===== config.mk =====
export PLATFORM = sky130hd
export DESIGN_NAME = alu_share_ctrl_flat
export DESIGN_NICKNAME = d
export VERILOG_FILES = /design/src/rtl/alu_share_if.sv /design/src/rtl/alu_share_ctrl.sv /design/src/flat_wrapper.sv
export SDC_FILE = /design/constraint.sdc
export NUM_CORES = 1
export LEC_CHECK = 0
export CAP_MARGIN = 10
export CORE_MARGIN = 3
export CORE_UTILIZATION = 42
export DETAILED_ROUTE_END_ITERATION = 8
export PLACE_DENSITY = 0.95
export SYNTH_ARGS = -nofsm -noshare
export SYNTH_HDL_FRONTEND = slang
export SYNTH_SLANG_ARGS = --single-unit
export TNS_END_PERCENT = 30

===== constraint.sdc =====
create_clock -name clk -period 3.5 [get_ports clk]
set_input_delay 0.7 -clock clk [delete_from_list [all_inputs] [get_ports clk]]
set_output_delay 0.7 -clock clk [all_outputs]
set_load 0.01 [all_outputs]

===== src/rtl/alu_share_if.sv =====
// Bundle of requester, response and ALU-side signals for alu_share_ctrl.
// The "slave" modport is the controller itself. The "master" modport is
// everything around it: the two requesters plus the shared ALU.
// Handshake rule for every channel: a transfer happens on a rising clk
// edge where valid && ready are both 1. The source holds valid and payload
// stable until that edge. Ready may depend combinationally on valid.
interface alu_share_if #(
    parameter int DW  = 8,
    parameter int OPW = 5
);
    logic           req0_valid;
    logic           req0_ready;
    logic [OPW-1:0] req0_op;
    logic [DW-1:0]  req0_a;
    logic [DW-1:0]  req0_b;
    logic [DW-1:0]  req0_lit;

    logic           req1_valid;
    logic           req1_ready;
    logic [OPW-1:0] req1_op;
    logic [DW-1:0]  req1_a;
    logic [DW-1:0]  req1_b;
    logic [DW-1:0]  req1_lit;

    logic           rsp0_valid;
    logic           rsp0_ready;
    logic [DW-1:0]  rsp0_data;
    logic           rsp0_err;

    logic           rsp1_valid;
    logic           rsp1_ready;
    logic [DW-1:0]  rsp1_data;
    logic           rsp1_err;

    logic           alu_rst;
    logic [OPW-1:0] alu_op;
    logic [DW-1:0]  alu_a;
    logic [DW-1:0]  alu_b;
    logic [DW-1:0]  alu_lit;
    logic [DW-1:0]  alu_c;

    modport slave (
        input  req0_valid, req0_op, req0_a, req0_b, req0_lit,
        output req0_ready,
        input  req1_valid, req1_op, req1_a, req1_b, req1_lit,
        output req1_ready,
        output rsp0_valid, rsp0_data, rsp0_err,
        input  rsp0_ready,
        output rsp1_valid, rsp1_data, rsp1_err,
        input  rsp1_ready,
        output alu_rst, alu_op, alu_a, alu_b, alu_lit,
        input  alu_c
    );

    modport master (
        output req0_valid, req0_op, req0_a, req0_b, req0_lit,
        input  req0_ready,
        output req1_valid, req1_op, req1_a, req1_b, req1_lit,
        input  req1_ready,
        input  rsp0_valid, rsp0_data, rsp0_err,
        output rsp0_ready,
        input  rsp1_valid, rsp1_data, rsp1_err,
        output rsp1_ready,
        input  alu_rst, alu_op, alu_a, alu_b, alu_lit,
        output alu_c
    );
endinterface


===== src/rtl/alu_share_ctrl.sv =====
// alu_share_ctrl: arbitrates two requesters onto one shared combinational
// ALU. It runs one operation at a time in three steps:
//   IDLE - accept a request
//   EXEC - drive the ALU for one cycle
//   RESP - return the result to the requester that won the grant
// Optional macro ALU_SHARE_RR_EN: selects round-robin arbitration. When
// the macro is undefined, arbitration is fixed priority (requester 0 wins).
// Reset: rst, synchronous, active-low.
module alu_share_ctrl #(
    parameter int DW  = 8,
    parameter int OPW = 5
) (
    input  logic        clk,
    input  logic        rst,
    alu_share_if.slave  bus,
    output logic [1:0]  dbg_state
);

    typedef enum logic [1:0] {
        IDLE = 2'd0,
        EXEC = 2'd1,
        RESP = 2'd2
    } state_t;

    state_t         state;
    state_t         state_next;

    logic           grant_idx;
    logic           accept;
    logic [OPW-1:0] sel_op;
    logic [DW-1:0]  sel_a;
    logic [DW-1:0]  sel_b;
    logic [DW-1:0]  sel_lit;
    logic           sel_legal;
    logic           rsp_taken;

    logic [OPW-1:0] op_q;
    logic [DW-1:0]  a_q;
    logic [DW-1:0]  b_q;
    logic [DW-1:0]  lit_q;
    logic           grant_q;
    logic [DW-1:0]  data_q;
    logic           err_q;

`ifdef ALU_SHARE_RR_EN
    logic           ptr_q;
`endif

    // Op 0x08 is rejected on purpose. Its result would depend on the
    // previous op, and that op may have come from the other requester.
    function automatic logic op_legal(input logic [OPW-1:0] op);
        int unsigned v;
        v = 32'(op);
        return (v >= 32'h01 && v <= 32'h07) ||
               (v >= 32'h11 && v <= 32'h13) ||
               (v >= 32'h15 && v <= 32'h17);
    endfunction

    // Pick the winner among asserted valids, then select its payload.
    always_comb begin
`ifdef ALU_SHARE_RR_EN
        if (bus.req0_valid && bus.req1_valid) begin
            grant_idx = ptr_q;
        end else begin
            grant_idx = bus.req1_valid;
        end
`else
        grant_idx = !bus.req0_valid && bus.req1_valid;
`endif
        sel_op    = grant_idx ? bus.req1_op  : bus.req0_op;
        sel_a     = grant_idx ? bus.req1_a   : bus.req0_a;
        sel_b     = grant_idx ? bus.req1_b   : bus.req0_b;
        sel_lit   = grant_idx ? bus.req1_lit : bus.req0_lit;
        sel_legal = op_legal(sel_op);
        // Ready is held low while rst is asserted, even on the first
        // reset edge, before the state register has been cleared.
        accept    = rst && (state == IDLE) && (bus.req0_valid || bus.req1_valid);
        rsp_taken = grant_q ? bus.rsp1_ready : bus.rsp0_ready;
    end

    // State register.
    always_ff @(posedge clk) begin
        if (!rst) begin
            state <= IDLE;
        end else begin
            state <= state_next;
        end
    end

    // Next-state logic. An illegal op skips EXEC, so the ALU is never touched.
    always_comb begin
        state_next = state;
        case (state)
            IDLE: begin
                if (accept) begin
                    state_next = sel_legal ? EXEC : RESP;
                end
            end
            EXEC: state_next = RESP;
            RESP: begin
                if (rsp_taken) begin
                    state_next = IDLE;
                end
            end
            default: state_next = IDLE;
        endcase
    end

    // Latch the accepted request, then capture the ALU result at the end of EXEC.
    always_ff @(posedge clk) begin
        if (!rst) begin
            op_q    <= '0;
            a_q     <= '0;
            b_q     <= '0;
            lit_q   <= '0;
            grant_q <= 1'b0;
            data_q  <= '0;
            err_q   <= 1'b0;
`ifdef ALU_SHARE_RR_EN
            ptr_q   <= 1'b0;
`endif
        end else begin
            if (accept) begin
                op_q    <= sel_op;
                a_q     <= sel_a;
                b_q     <= sel_b;
                lit_q   <= sel_lit;
                grant_q <= grant_idx;
                err_q   <= !sel_legal;
                data_q  <= '0;
`ifdef ALU_SHARE_RR_EN
                ptr_q   <= !grant_idx;
`endif
            end
            if (state == EXEC) begin
                data_q <= bus.alu_c;
            end
        end
    end

    // Outputs are decoded from the state. The ALU lines sit at zero outside
    // EXEC, and the response lines carry data only for the granted requester.
    always_comb begin
        bus.req0_ready = accept && !grant_idx;
        bus.req1_ready = accept && grant_idx;

        bus.rsp0_valid = (state == RESP) && !grant_q;
        bus.rsp1_valid = (state == RESP) && grant_q;
        bus.rsp0_data  = bus.rsp0_valid ? data_q : '0;
        bus.rsp1_data  = bus.rsp1_valid ? data_q : '0;
        bus.rsp0_err   = bus.rsp0_valid && err_q;
        bus.rsp1_err   = bus.rsp1_valid && err_q;

        bus.alu_op     = (state == EXEC) ? op_q  : '0;
        bus.alu_a      = (state == EXEC) ? a_q   : '0;
        bus.alu_b      = (state == EXEC) ? b_q   : '0;
        bus.alu_lit    = (state == EXEC) ? lit_q : '0;

        dbg_state      = state;
    end

    assign bus.alu_rst = rst;

endmodule


===== src/flat_wrapper.sv =====
// flat-port wrapper written by rule: the top's interface ports become plain ports
module alu_share_ctrl_flat 
#(
    parameter int DW  = 8,
    parameter int OPW = 5
)
  (clk, rst, dbg_state, bus_req0_valid, bus_req0_op, bus_req0_a, bus_req0_b, bus_req0_lit, bus_req0_ready, bus_req1_valid, bus_req1_op, bus_req1_a, bus_req1_b, bus_req1_lit, bus_req1_ready, bus_rsp0_valid, bus_rsp0_data, bus_rsp0_err, bus_rsp0_ready, bus_rsp1_valid, bus_rsp1_data, bus_rsp1_err, bus_rsp1_ready, bus_alu_rst, bus_alu_op, bus_alu_a, bus_alu_b, bus_alu_lit, bus_alu_c);
  alu_share_if #(.DW(DW), .OPW(OPW)) bus_i ();
  input  logic clk;
  input  logic rst;
  output logic [1:0] dbg_state;
  input wire logic [$bits(bus_i.req0_valid)-1:0] bus_req0_valid;
  input wire logic [$bits(bus_i.req0_op)-1:0] bus_req0_op;
  input wire logic [$bits(bus_i.req0_a)-1:0] bus_req0_a;
  input wire logic [$bits(bus_i.req0_b)-1:0] bus_req0_b;
  input wire logic [$bits(bus_i.req0_lit)-1:0] bus_req0_lit;
  output wire logic [$bits(bus_i.req0_ready)-1:0] bus_req0_ready;
  input wire logic [$bits(bus_i.req1_valid)-1:0] bus_req1_valid;
  input wire logic [$bits(bus_i.req1_op)-1:0] bus_req1_op;
  input wire logic [$bits(bus_i.req1_a)-1:0] bus_req1_a;
  input wire logic [$bits(bus_i.req1_b)-1:0] bus_req1_b;
  input wire logic [$bits(bus_i.req1_lit)-1:0] bus_req1_lit;
  output wire logic [$bits(bus_i.req1_ready)-1:0] bus_req1_ready;
  output wire logic [$bits(bus_i.rsp0_valid)-1:0] bus_rsp0_valid;
  output wire logic [$bits(bus_i.rsp0_data)-1:0] bus_rsp0_data;
  output wire logic [$bits(bus_i.rsp0_err)-1:0] bus_rsp0_err;
  input wire logic [$bits(bus_i.rsp0_ready)-1:0] bus_rsp0_ready;
  output wire logic [$bits(bus_i.rsp1_valid)-1:0] bus_rsp1_valid;
  output wire logic [$bits(bus_i.rsp1_data)-1:0] bus_rsp1_data;
  output wire logic [$bits(bus_i.rsp1_err)-1:0] bus_rsp1_err;
  input wire logic [$bits(bus_i.rsp1_ready)-1:0] bus_rsp1_ready;
  output wire logic [$bits(bus_i.alu_rst)-1:0] bus_alu_rst;
  output wire logic [$bits(bus_i.alu_op)-1:0] bus_alu_op;
  output wire logic [$bits(bus_i.alu_a)-1:0] bus_alu_a;
  output wire logic [$bits(bus_i.alu_b)-1:0] bus_alu_b;
  output wire logic [$bits(bus_i.alu_lit)-1:0] bus_alu_lit;
  input wire logic [$bits(bus_i.alu_c)-1:0] bus_alu_c;
  assign bus_i.req0_valid = bus_req0_valid;
  assign bus_i.req0_op = bus_req0_op;
  assign bus_i.req0_a = bus_req0_a;
  assign bus_i.req0_b = bus_req0_b;
  assign bus_i.req0_lit = bus_req0_lit;
  assign bus_req0_ready = bus_i.req0_ready;
  assign bus_i.req1_valid = bus_req1_valid;
  assign bus_i.req1_op = bus_req1_op;
  assign bus_i.req1_a = bus_req1_a;
  assign bus_i.req1_b = bus_req1_b;
  assign bus_i.req1_lit = bus_req1_lit;
  assign bus_req1_ready = bus_i.req1_ready;
  assign bus_rsp0_valid = bus_i.rsp0_valid;
  assign bus_rsp0_data = bus_i.rsp0_data;
  assign bus_rsp0_err = bus_i.rsp0_err;
  assign bus_i.rsp0_ready = bus_rsp0_ready;
  assign bus_rsp1_valid = bus_i.rsp1_valid;
  assign bus_rsp1_data = bus_i.rsp1_data;
  assign bus_rsp1_err = bus_i.rsp1_err;
  assign bus_i.rsp1_ready = bus_rsp1_ready;
  assign bus_alu_rst = bus_i.alu_rst;
  assign bus_alu_op = bus_i.alu_op;
  assign bus_alu_a = bus_i.alu_a;
  assign bus_alu_b = bus_i.alu_b;
  assign bus_alu_lit = bus_i.alu_lit;
  assign bus_i.alu_c = bus_alu_c;
  alu_share_ctrl #(.DW(DW), .OPW(OPW)) u_core (.clk(clk), .rst(rst), .bus(bus_i), .dbg_state(dbg_state));
endmodule

Word-level counts from Yosys, hierarchy flattened
Index checks and enable logic that the tools add are counted.
{"block": "totals", "register_bits": 41, "latchBits": 0, "mem_bits_rw": 0, "rom_bits": 0, "input_bits": 72, "wordCells": 57, "memories": 0}
{"block": "classes", "addsub": 0, "mul": 0, "div_mod_pow": 0, "order_cmp": 6, "eq_ne": 4, "shifts": 0, "n_mux": 17, "n_bitwise": 0, "n_reduce_logical": 22}
{"operator": "$mux 8", "count": 10}
{"operator": "$logic_and 1x1->1", "count": 12}
{"operator": "$ge 5x5->1 const B", "count": 2}
{"operator": "$le 5x5->1 const B", "count": 2}
{"operator": "$mux 5", "count": 2}
{"operator": "$mux 2", "count": 3}
{"operator": "$pmux 2 s3", "count": 1}
{"operator": "$ge 5x1->1 const B", "count": 1}
{"operator": "$le 5x3->1 const B", "count": 1}
{"operator": "$logic_not 1->1", "count": 4}
{"operator": "$ne 2x1->1 const B", "count": 2}
{"operator": "$logic_or 1x1->1", "count": 3}
{"operator": "$eq 2x1->1 const B", "count": 1}
{"operator": "$eq 2x2->1 const B", "count": 1}
{"operator": "$logic_not 2->1", "count": 1}
{"operator": "$reduce_and 2->1", "count": 1}
{"operator": "$reduce_bool 2->1", "count": 1}
{"operator": "$mux 1", "count": 1}

Logic depth before layout (Yosys ltp)
Gate-level depths: netlist of run 1.
{"block": "depth", "ltp_word": 10, "ltp_mapped": 5}

Least setup slack after synthesis of run 1
OpenSTA, ideal clock, no wires.
{"block": "synth_path", "path_type": "input-to-output", "start": "input port bus_req1_valid", "end": "output port bus_req0_ready", "t_arrival_ns": 1.256, "required_ns": 2.800, "slack_ns": 1.544, "cell_stages": 4, "path_cell_list": "nor2b_1 > buf_4 > buf_6 > nor2_1"}
{"block": "synth_via", "elab_chain_len": 3, "word_cells_on_any_way": 5, "classes_between": "reduce/logical: 5"}
{"element": "from (decl)", "line": "flat_wrapper.sv:18", "text": "input wire logic [$bits(bus_i.req1_valid)-1:0] bus_req1_valid;"}
{"element": "$logic_or 1x1->1 / $logic_and 1x1->1 (equally long branches)", "line": "alu_share_ctrl.sv:77, alu_share_ctrl.sv:68"}
{"element": "$logic_and 1x1->1 / $logic_not 1->1 (equally long branches)", "line": "alu_share_ctrl.sv:77, alu_share_ctrl.sv:144"}
{"element": "$logic_and 1x1->1 (*)", "line": "alu_share_ctrl.sv:144", "text": "bus.req0_ready = accept && !grant_idx;"}
{"element": "to (decl)", "line": "flat_wrapper.sv:17", "text": "output wire logic [$bits(bus_i.req0_ready)-1:0] bus_req0_ready;"}
Every way passes the cells marked *; elsewhere a longest branch is shown, timed or not.

Worst setup path after layout of run 1
{"block": "layout_path", "start": "input port bus_req0_valid", "end": "output port bus_req1_ready"}
{"block": "layout_via", "elab_chain_len": 3, "word_cells_on_any_way": 5, "classes_between": "reduce/logical: 5"}
{"element": "from (decl)", "line": "flat_wrapper.sv:12", "text": "input wire logic [$bits(bus_i.req0_valid)-1:0] bus_req0_valid;"}
{"element": "$logic_or 1x1->1 / $logic_not 1->1 (equally long branches)", "line": "alu_share_ctrl.sv:77, alu_share_ctrl.sv:68"}
{"element": "$logic_and 1x1->1, on equally long branches", "line": "alu_share_ctrl.sv:77, alu_share_ctrl.sv:68"}
{"element": "$logic_and 1x1->1 (*)", "line": "alu_share_ctrl.sv:145", "text": "bus.req1_ready = accept && grant_idx;"}
{"element": "to (decl)", "line": "flat_wrapper.sv:23", "text": "output wire logic [$bits(bus_i.req1_ready)-1:0] bus_req1_ready;"}
Marked as above.

==> results of run 1 <==
-- per-layer routing --
| layer | share of wire (%) | vias to the layer above |
|---|---|---|
| li1 | - | 1186 |
| met1 | 40 | 1126 |
| met2 | 50 | 112 |
| met3 | 9.1 | 10 |
| met4 | 1.0 | 0 |
| met5 | 0 | - |
-- state kept, by name, indices dropped and copies added, names as in the netlist --
| name | count |
|---|---|
| u_core.err_q | 1 |
| u_core.dbg_state | 2 |
| u_core.data_q | 8 |
| u_core.a_q | 8 |
| u_core.lit_q | 8 |
| u_core.grant_q | 1 |
| u_core.b_q | 8 |
| u_core.op_q | 5 |
-- power by group through the flow --
stage | Sequential (W) | Clock [W] | Combinational, W
final | 0.000554 | 0.000302 | 0.000388
after global routing | 0.000560 | 0.000330 | 0.000424
after CTS | 0.000553 | 0.000307 | 0.000390
after detailed placement | 0.000564 | 0 | 0.000389
after global placement | 0.000560 | 0 | 0.000377
after floorplan | 0.000553 | 0 | 0.000234
-- worst max-delay path, stage by stage --
cell             delay (ps)
clkdlybuf4s50_1         560
o21ba_4                 170
nand3_1                 120
nor2_1                  140
clkdlybuf4s50_1         560
-- layout make-up --
class | instances | share of cell area [%]
Sequential cell | 41 | 22.3
Timing Repair Buffer | 134 | 35.8
Tap cell | 70 | 2.38
Clock buffer | 6 | 1.97
Clock inverter | 2 | 0.272
Inverter | 2 | 0.204
Multi-Input combinational cell | 202 | 37.1
-- logic make-up (layout without fill, tap and decap cells) --
logic type | Yosys count | after routing | share of synthesized area (%)
flops | 41 | 41 | 35.2
mux | 1 | 1 | 0.429
simple gates | 124 | 124 | 26.3
buf+inv | 28 | 144 | 6.60
compound gates | 77 | 77 | 31.5
-- layout by cell type (no fill, tap or decap), drive strengths merged --
cell,n
a211oi,2
a21oi,31
a22o,8
a311oi,29
and2,39
and3,9
buf,9
clkbuf,6
clkdlybuf4s50,125
clkinv,3
dfxtp,41
inv,1
mux2i,1
nand2,60
nand2b,3
nand3,2
nor2,5
nor2b,4
nor3,2
o21a,1
o21ai,1
o21ba,2
o21bai,1
o32ai,2
-- metrics by stage --
stage               instances  setup WS (ps)
floorplan                 271           1540
global placement          449            579
detailed placement        449            540
CTS                       457            522
global route              457            289
finish                    457            555
-- final timing paths --
path	slack [ps]	depth (start not counted)	start	to
min	500	1	u_core.data_q[0]	u_core.data_q[0]
min reg2reg	500	1	u_core.data_q[0]	u_core.data_q[0]
max reg2reg	1870	4	u_core.dbg_state[1]	u_core.lit_q[5]
max	550	5	bus_req0_valid	bus_req1_ready
==> flow_summary.toml, run 1 <==
[run_status]
status = "finished clean"

[power]
total_power_w = 0.00124
combPwrFrac_pct = 31.2
p_sw_w = 0.000382
powerDensity_nw_per_um2 = 337
pwr-share-clk_pct = 24.3
p_int_w = 0.000862
p_sw_share_pct = 30.7
p_leak_nw = 1.38
ir_drop_mv = 0.180
seqPwrFrac_pct = 44.5

[clock_tree]
ctsResizeCount = 0
numClockSinks = 41
cts_tree = "built"
clk_latency_ps = 290
htreeDepth = 2
cts_setup_buffers = 0
clock_path_buffers = 2
clkTransAtPathRegs_ps = 80
hold_buffers = 0
numCtsBuffers = 5
clock-root-buffer = "clkbuf_8"

[critical_path]
cp.arrival_ps = 2250
startpoint_type = "input port"
critPathKind = "input port to primary output"
endpoint_kind = "primary output"
crit_required_ps = 2800
path_max_fanout = 5

[synth]
synthTopCellsByArea = "dfxtp_1, a311oi_2, and2_1, nand2_1, a21oi_1"
syn_inst = 271
synth_area_um2 = 2330
synth_cell_type_count = 28
ys.flop_type = "dfxtp_1"
yosysWarnings = 0
synth_enable_flop_cells = 0
synth_top_area_share_pct = 35.2
synthTopCellsByCount = "nand2_1, dfxtp_1, and2_1, a21oi_1, a311oi_2"
synth_seq_area_share_pct = 35.2
async_flop_share_pct = 0
yosysTopAreaCell = "dfxtp_1"
yosysMostFrequentCell = "nand2_1"
synth_nets = 343
syn_area_per_cell_um2 = 8.60
synth-seq-cells = 41

[routing]
wire_per_inst_um = 15.5
vias = 2434
wl_mm = 7.10
dr.pass1.iters = 4
viasPerCell = 5.33
drtIter0Drc = 102
drc_errors = 0
ant_nets = 0

[timing]
hold-worst-slack_ps = 497
relSlewSlack_pct = 65.1
finalCriticalPeriod_ps = 2950
setup_viol = 0
setup_tns_ps = 0
skew_ps = 3.41
finalHoldViolCount = 0
rsz0062_at_grt = "false"
period_share_pct = 84.2
max_freq_mhz = 340
slew_violations = 0
tightestPinTransition_ps = 522

[grt]
grt_usage_pct = 22.2
grt_pass1_vias = 2486
busiest_layer = "met2"
met2_usage_pct = 39.6
grt_pass1_wl_mm = 11.4
antenna_found_initial = 0
grt_util_met1_pct = 25.4
gr-total-overflow = 0
gr-usage-met3_pct = 7.06
grt_max_degree = 32

[layout]
layout.nets = 458
fillCellCount = 429
multiInputGateArea_um2 = 1370
register_area_um2 = 821
area_delta_synth_final_pct = 58.1
layout-drive-gt1-share_pct = 12.9
num_antenna_cells = 0
final_cell_area_um2 = 3690
final_core_util_pct = 70.4

[die]
die_w_um = 80.5
die_area_um2 = 6480
start_util_pct = 44.5
dieHeight_um = 80.5
core-area_um2 = 5240
io_pins = 126
rows = 26

[job]
maxCapViolations = 0

[placed_design]
place_congestion = 0.736
post-dp-hpwl_mm = 5.24
dpl_cell_area_um2 = 3600
numPortBuffers = 125

[worst_hold_path]
hold_path_class = "flip-flop to flip-flop"
No activity file was read; power rests on OpenSTA's default activity.
==> run 2: changes to the inputs <==
Settings changed: CORE_UTILIZATION 42 to 39, PLACE_DENSITY 0.95 to 0.91.
Clock period 3.5 ns to 2.8 ns, I/O delays scaled along.
==> run 2 against run 1 <==
  * Setup slack lost 460 ps
  * Total power grew 25%
  * Clock skew grew 7.7 ps
  * Clock-buffer cell count shrank 1
==> flow_summary.toml, run 2 (synthesized netlist as in run 1, its figures left out) <==
[clock_tree]
clkTransAtPathRegs_ps = 70
clock_path_buffers = 2
numCtsBuffers = 5
cts_setup_buffers = 0
htreeDepth = 2
clock-root-buffer = "clkbuf_8"
numClockSinks = 41
clk_latency_ps = 290
ctsResizeCount = 0
cts_tree = "built"
hold_buffers = 0

[grt]
antenna_found_initial = 0
grt_max_degree = 32
grt_usage_pct = 19.5
grt_pass1_vias = 2335
gr-total-overflow = 0
grt_pass1_wl_mm = 11.2

[timing]
relSlewSlack_pct = 67.3
slew_violations = 0
tightestPinTransition_ps = 488
skew_ps = 11.2
max_freq_mhz = 370
setup_tns_ps = 0
period_share_pct = 96.5
finalCriticalPeriod_ps = 2700
finalHoldViolCount = 0
setup_viol = 0
hold-worst-slack_ps = 505
rsz0062_at_grt = "false"

[job]
maxCapViolations = 0

[routing]
vias = 2464
drc_errors = 0
drtIter0Drc = 96
wl_mm = 7.11
viasPerCell = 5.36
dr.pass1.iters = 5
wire_per_inst_um = 15.4
ant_nets = 0

[critical_path]
endpoint_kind = "primary output"
timing.rr.start = "u_core.dbg_state[0]"
critPathKind = "input port to primary output"
crit_required_ps = 2240
rr_worst_depth = 4
path_max_fanout = 5
r2r-end = "u_core.data_q[2]"
r2r_slack_ps = 1240
startpoint_type = "input port"
cp.arrival_ps = 2140

[die]
start_util_pct = 41.3
io_pins = 126
rows = 27
die_area_um2 = 6940
core-area_um2 = 5640
dieHeight_um = 83.3
die_w_um = 83.3

[layout]
area_delta_synth_final_pct = 59.4
final_common_cell = "clkdlybuf4s50_1"
num_antenna_cells = 0
layout.nets = 459
layout-drive-gt1-share_pct = 13.7
mostFrequentLayoutCells = "clkdlybuf4s50_1, nand2_1, dfxtp_1"

[placed_design]
numPortBuffers = 125
post-dp-hpwl_mm = 5.21
place_congestion = 0.874

[power]
powerDensity_nw_per_um2 = 418
p_leak_nw = 1.39
ir_drop_mv = 0.207

[worst_hold_path]
hold_start = "u_core.data_q[4]"
hold_depth = 1
hold_end = "u_core.data_q[4]"
hold_path_class = "flip-flop to flip-flop"

[run_status]
status = "finished clean"
-- run 2: changes by cell type in the layout (fill, tap and decap cells not counted) --
cell        change
buf_12          +1
clkbuf_1        -1
nor2b_1         -1
nor2b_2         +1
clkinvlp_4      +1
-- run 2: how the worst max path moves through the flow --
stage                                   start          endpoint  depth (start not counted)
final                          bus_req0_valid    bus_req0_ready                          5
after global placement         bus_req0_valid    bus_req0_ready                          5
after global routing           bus_req0_valid    bus_req0_ready                          5
after floorplan           u_core.dbg_state[1]  bus_rsp0_data[0]                          4
after CTS                 u_core.dbg_state[1]      bus_rsp0_err                          4
after detailed placement       bus_req0_valid    bus_req1_ready                          5
-- run 2: cell type report --
type | count | area, µm²
Fill cell | 479 | 1930
Clock inverter | 3 | 17.5
Inverter | 2 | 7.51
Multi-Input combinational cell | 202 | 1370
Timing Repair Buffer | 135 | 1340
Sequential cell | 41 | 821
Clock buffer | 5 | 68.8
Tap cell | 72 | 90.1
-- run 2: report_power, final --
| group | internal, W | switching [W] | total, W |
|---|---|---|---|
| Sequential | 0.000652 | 0.0000381 | 0.000690 |
| Clock | 0.000172 | 0.000201 | 0.000374 |
| Combinational | 0.000259 | 0.000233 | 0.000491 |
| Total | 0.00108 | 0.000472 | 0.00155 |
-- run 2: critical path, cell delays in order --
cell and delay (ps):
clkdlybuf4s50_1 600, o21ba_4 190, nand3_1 130, nor2_1 120, clkdlybuf4s50_1 540
-- run 2: per-stage QoR --
step	std cells	area [µm²]	power, W	setup WS, ps	util, %
4_1_cts	460	3710	0.00157	110	65.8
6_report	460	3710	0.00155	97.2	65.8
5_1_grt	460	3710	0.00165	41.7	65.8
3_3_place_gp	452	3630	0.00118	189	64.3
2_1_floorplan	271	2330	0.000984	1110	-
3_5_place_dp	452	3630	0.00119	122	64.3
-- run 2: per-layer routing --
layer / global-route usage, % / share of wire (%) / vias to the layer above
li1: - / - / 1186
met1: 23.9 / 43 / 1158
met2: 33.5 / 47 / 107
met3: 5.56 / 8.3 / 13
met4: 5.05 / 1.7 / 0
met5: 0 / 0 / -
==> run 3: changes to the inputs <==
Settings changed: CTS_CLUSTER_DIAMETER set to 200, MAX_ROUTING_LAYER set to met4.
==> run 3 against run 2 <==
  * Global-route usage rose by 0.61 points
  * Total power rose by 0.11%
  * Setup slack improved by 4.7 ps
  * Hold slack barely moved
  * Critical endpoint unchanged
  * Sequential power barely moved
  * Final area did not move
  * Largest cell class unchanged
  * Largest power group unchanged
  * Clock skew barely moved
  * Critical path depth did not move
  * Final cell count did not move
  * Via count fell by 0.12%
  * Die area did not move
  * Utilization did not move
  * Highest routed layer unchanged
==> flow_summary.toml, run 3 (synthesized netlist as in run 1, its figures left out) <==
[routing]
drc_errors = 0
wl_mm = 7.11
drtIter0Drc = 79
vias = 2461
wire_per_inst_um = 15.5
ant_nets = 0
viasPerCell = 5.35
dr.pass1.iters = 4

[die]
start_util_pct = 41.3
io_pins = 126
core-area_um2 = 5640
rows = 27
dieHeight_um = 83.3
die_area_um2 = 6940
die_w_um = 83.3

[clock_tree]
hold_buffers = 0
htreeDepth = 2
numCtsBuffers = 5
cts_setup_buffers = 0
clock-root-buffer = "clkbuf_8"
numClockSinks = 41
ctsResizeCount = 0
cts_tree = "built"
clock_path_buffers = 2
clkTransAtPathRegs_ps = 70
clk_latency_ps = 290

[layout]
num_antenna_cells = 0
multiInputGateArea_um2 = 1370
mostFrequentLayoutCells = "clkdlybuf4s50_1, nand2_1, dfxtp_1"
final_common_cell = "clkdlybuf4s50_1"
register_area_um2 = 821
area_delta_synth_final_pct = 59.4
fillCellCount = 479
final_core_util_pct = 65.8
layout.nets = 459
layout-drive-gt1-share_pct = 13.7

[critical_path]
rr_worst_depth = 4
timing.rr.start = "u_core.dbg_state[0]"
r2r_slack_ps = 1240
crit_required_ps = 2240
startpoint_type = "input port"
cp.arrival_ps = 2140
critPathKind = "input port to primary output"
path_max_fanout = 5
r2r-end = "u_core.data_q[2]"
endpoint_kind = "primary output"

[grt]
busiest_layer = "met2"
gr-usage-met3_pct = 5.16
met2_usage_pct = 33.6
grt_max_degree = 32
antenna_found_initial = 0
grt_pass1_vias = 2326
gr-total-overflow = 0
grt_util_met1_pct = 24.3
grt_pass1_wl_mm = 11.2
grt_usage_pct = 20.1

[power]
p_leak_nw = 1.39
ir_drop_mv = 0.206
powerDensity_nw_per_um2 = 419

[worst_hold_path]
hold_start = "u_core.data_q[4]"
hold_path_class = "flip-flop to flip-flop"
hold_end = "u_core.data_q[4]"
hold_depth = 1

[timing]
setup_tns_ps = 0
finalCriticalPeriod_ps = 2700
finalHoldViolCount = 0
setup_viol = 0
slew_violations = 0
hold-worst-slack_ps = 505
max_freq_mhz = 371
relSlewSlack_pct = 67.2
tightestPinTransition_ps = 489
period_share_pct = 96.4
rsz0062_at_grt = "false"
skew_ps = 11.6
worst_slack_ps = 102

[run_status]
status = "finished clean"

[placed_design]
numPortBuffers = 125
place_congestion = 0.888
pre_cts_ws_ps = 122
post-dp-hpwl_mm = 5.21

[job]
maxCapViolations = 0
## run 3: stage by stage
stage          power (W)  area, µm²  std cells
2_1_floorplan   0.000984       2330        271
3_3_place_gp     0.00118       3630        452
3_5_place_dp     0.00119       3630        452
4_1_cts          0.00157       3710        460
5_1_grt          0.00165       3710        460
6_report         0.00156       3710        460
## run 3: worst max-delay path by stage
stage	cells after the start	slack (ps)	to	startpoint
after CTS	4	110	bus_rsp0_err	u_core.dbg_state[1]
after global placement	5	190	bus_req0_ready	bus_req0_valid
after global routing	5	40	bus_req0_ready	bus_req0_valid
final	5	100	bus_req0_ready	bus_req0_valid
after detailed placement	5	120	bus_req1_ready	bus_req0_valid
after floorplan	4	1110	bus_rsp0_data[0]	u_core.dbg_state[1]
## run 3: layout make-up
cell class	count	area share [%]
clock buffer	5	1.85
clock inverter	3	0.472
inverter	2	0.202
multi-input combinational	202	36.9
sequential	41	22.1
tap	72	2.43
timing repair buffer	135	36.0
## run 3: worst max-delay path, stage by stage
cell,delay (ps)
clkdlybuf4s50_1,600
o21ba_4,190
nand3_1,130
nor2_1,120
clkdlybuf4s50_1,540
## run 3: power breakdown
part / switching [W] / internal (W)
sequential: 0.0000388 / 0.000652
clock: 0.000202 / 0.000172
combinational: 0.000233 / 0.000259
## run 3: per-layer routing
layer  up-vias  routed length, µm
met3        11                525
li1       1184                  -
met1      1158               3110
met5         -                  0
met4         0                 99
met2       108               3380
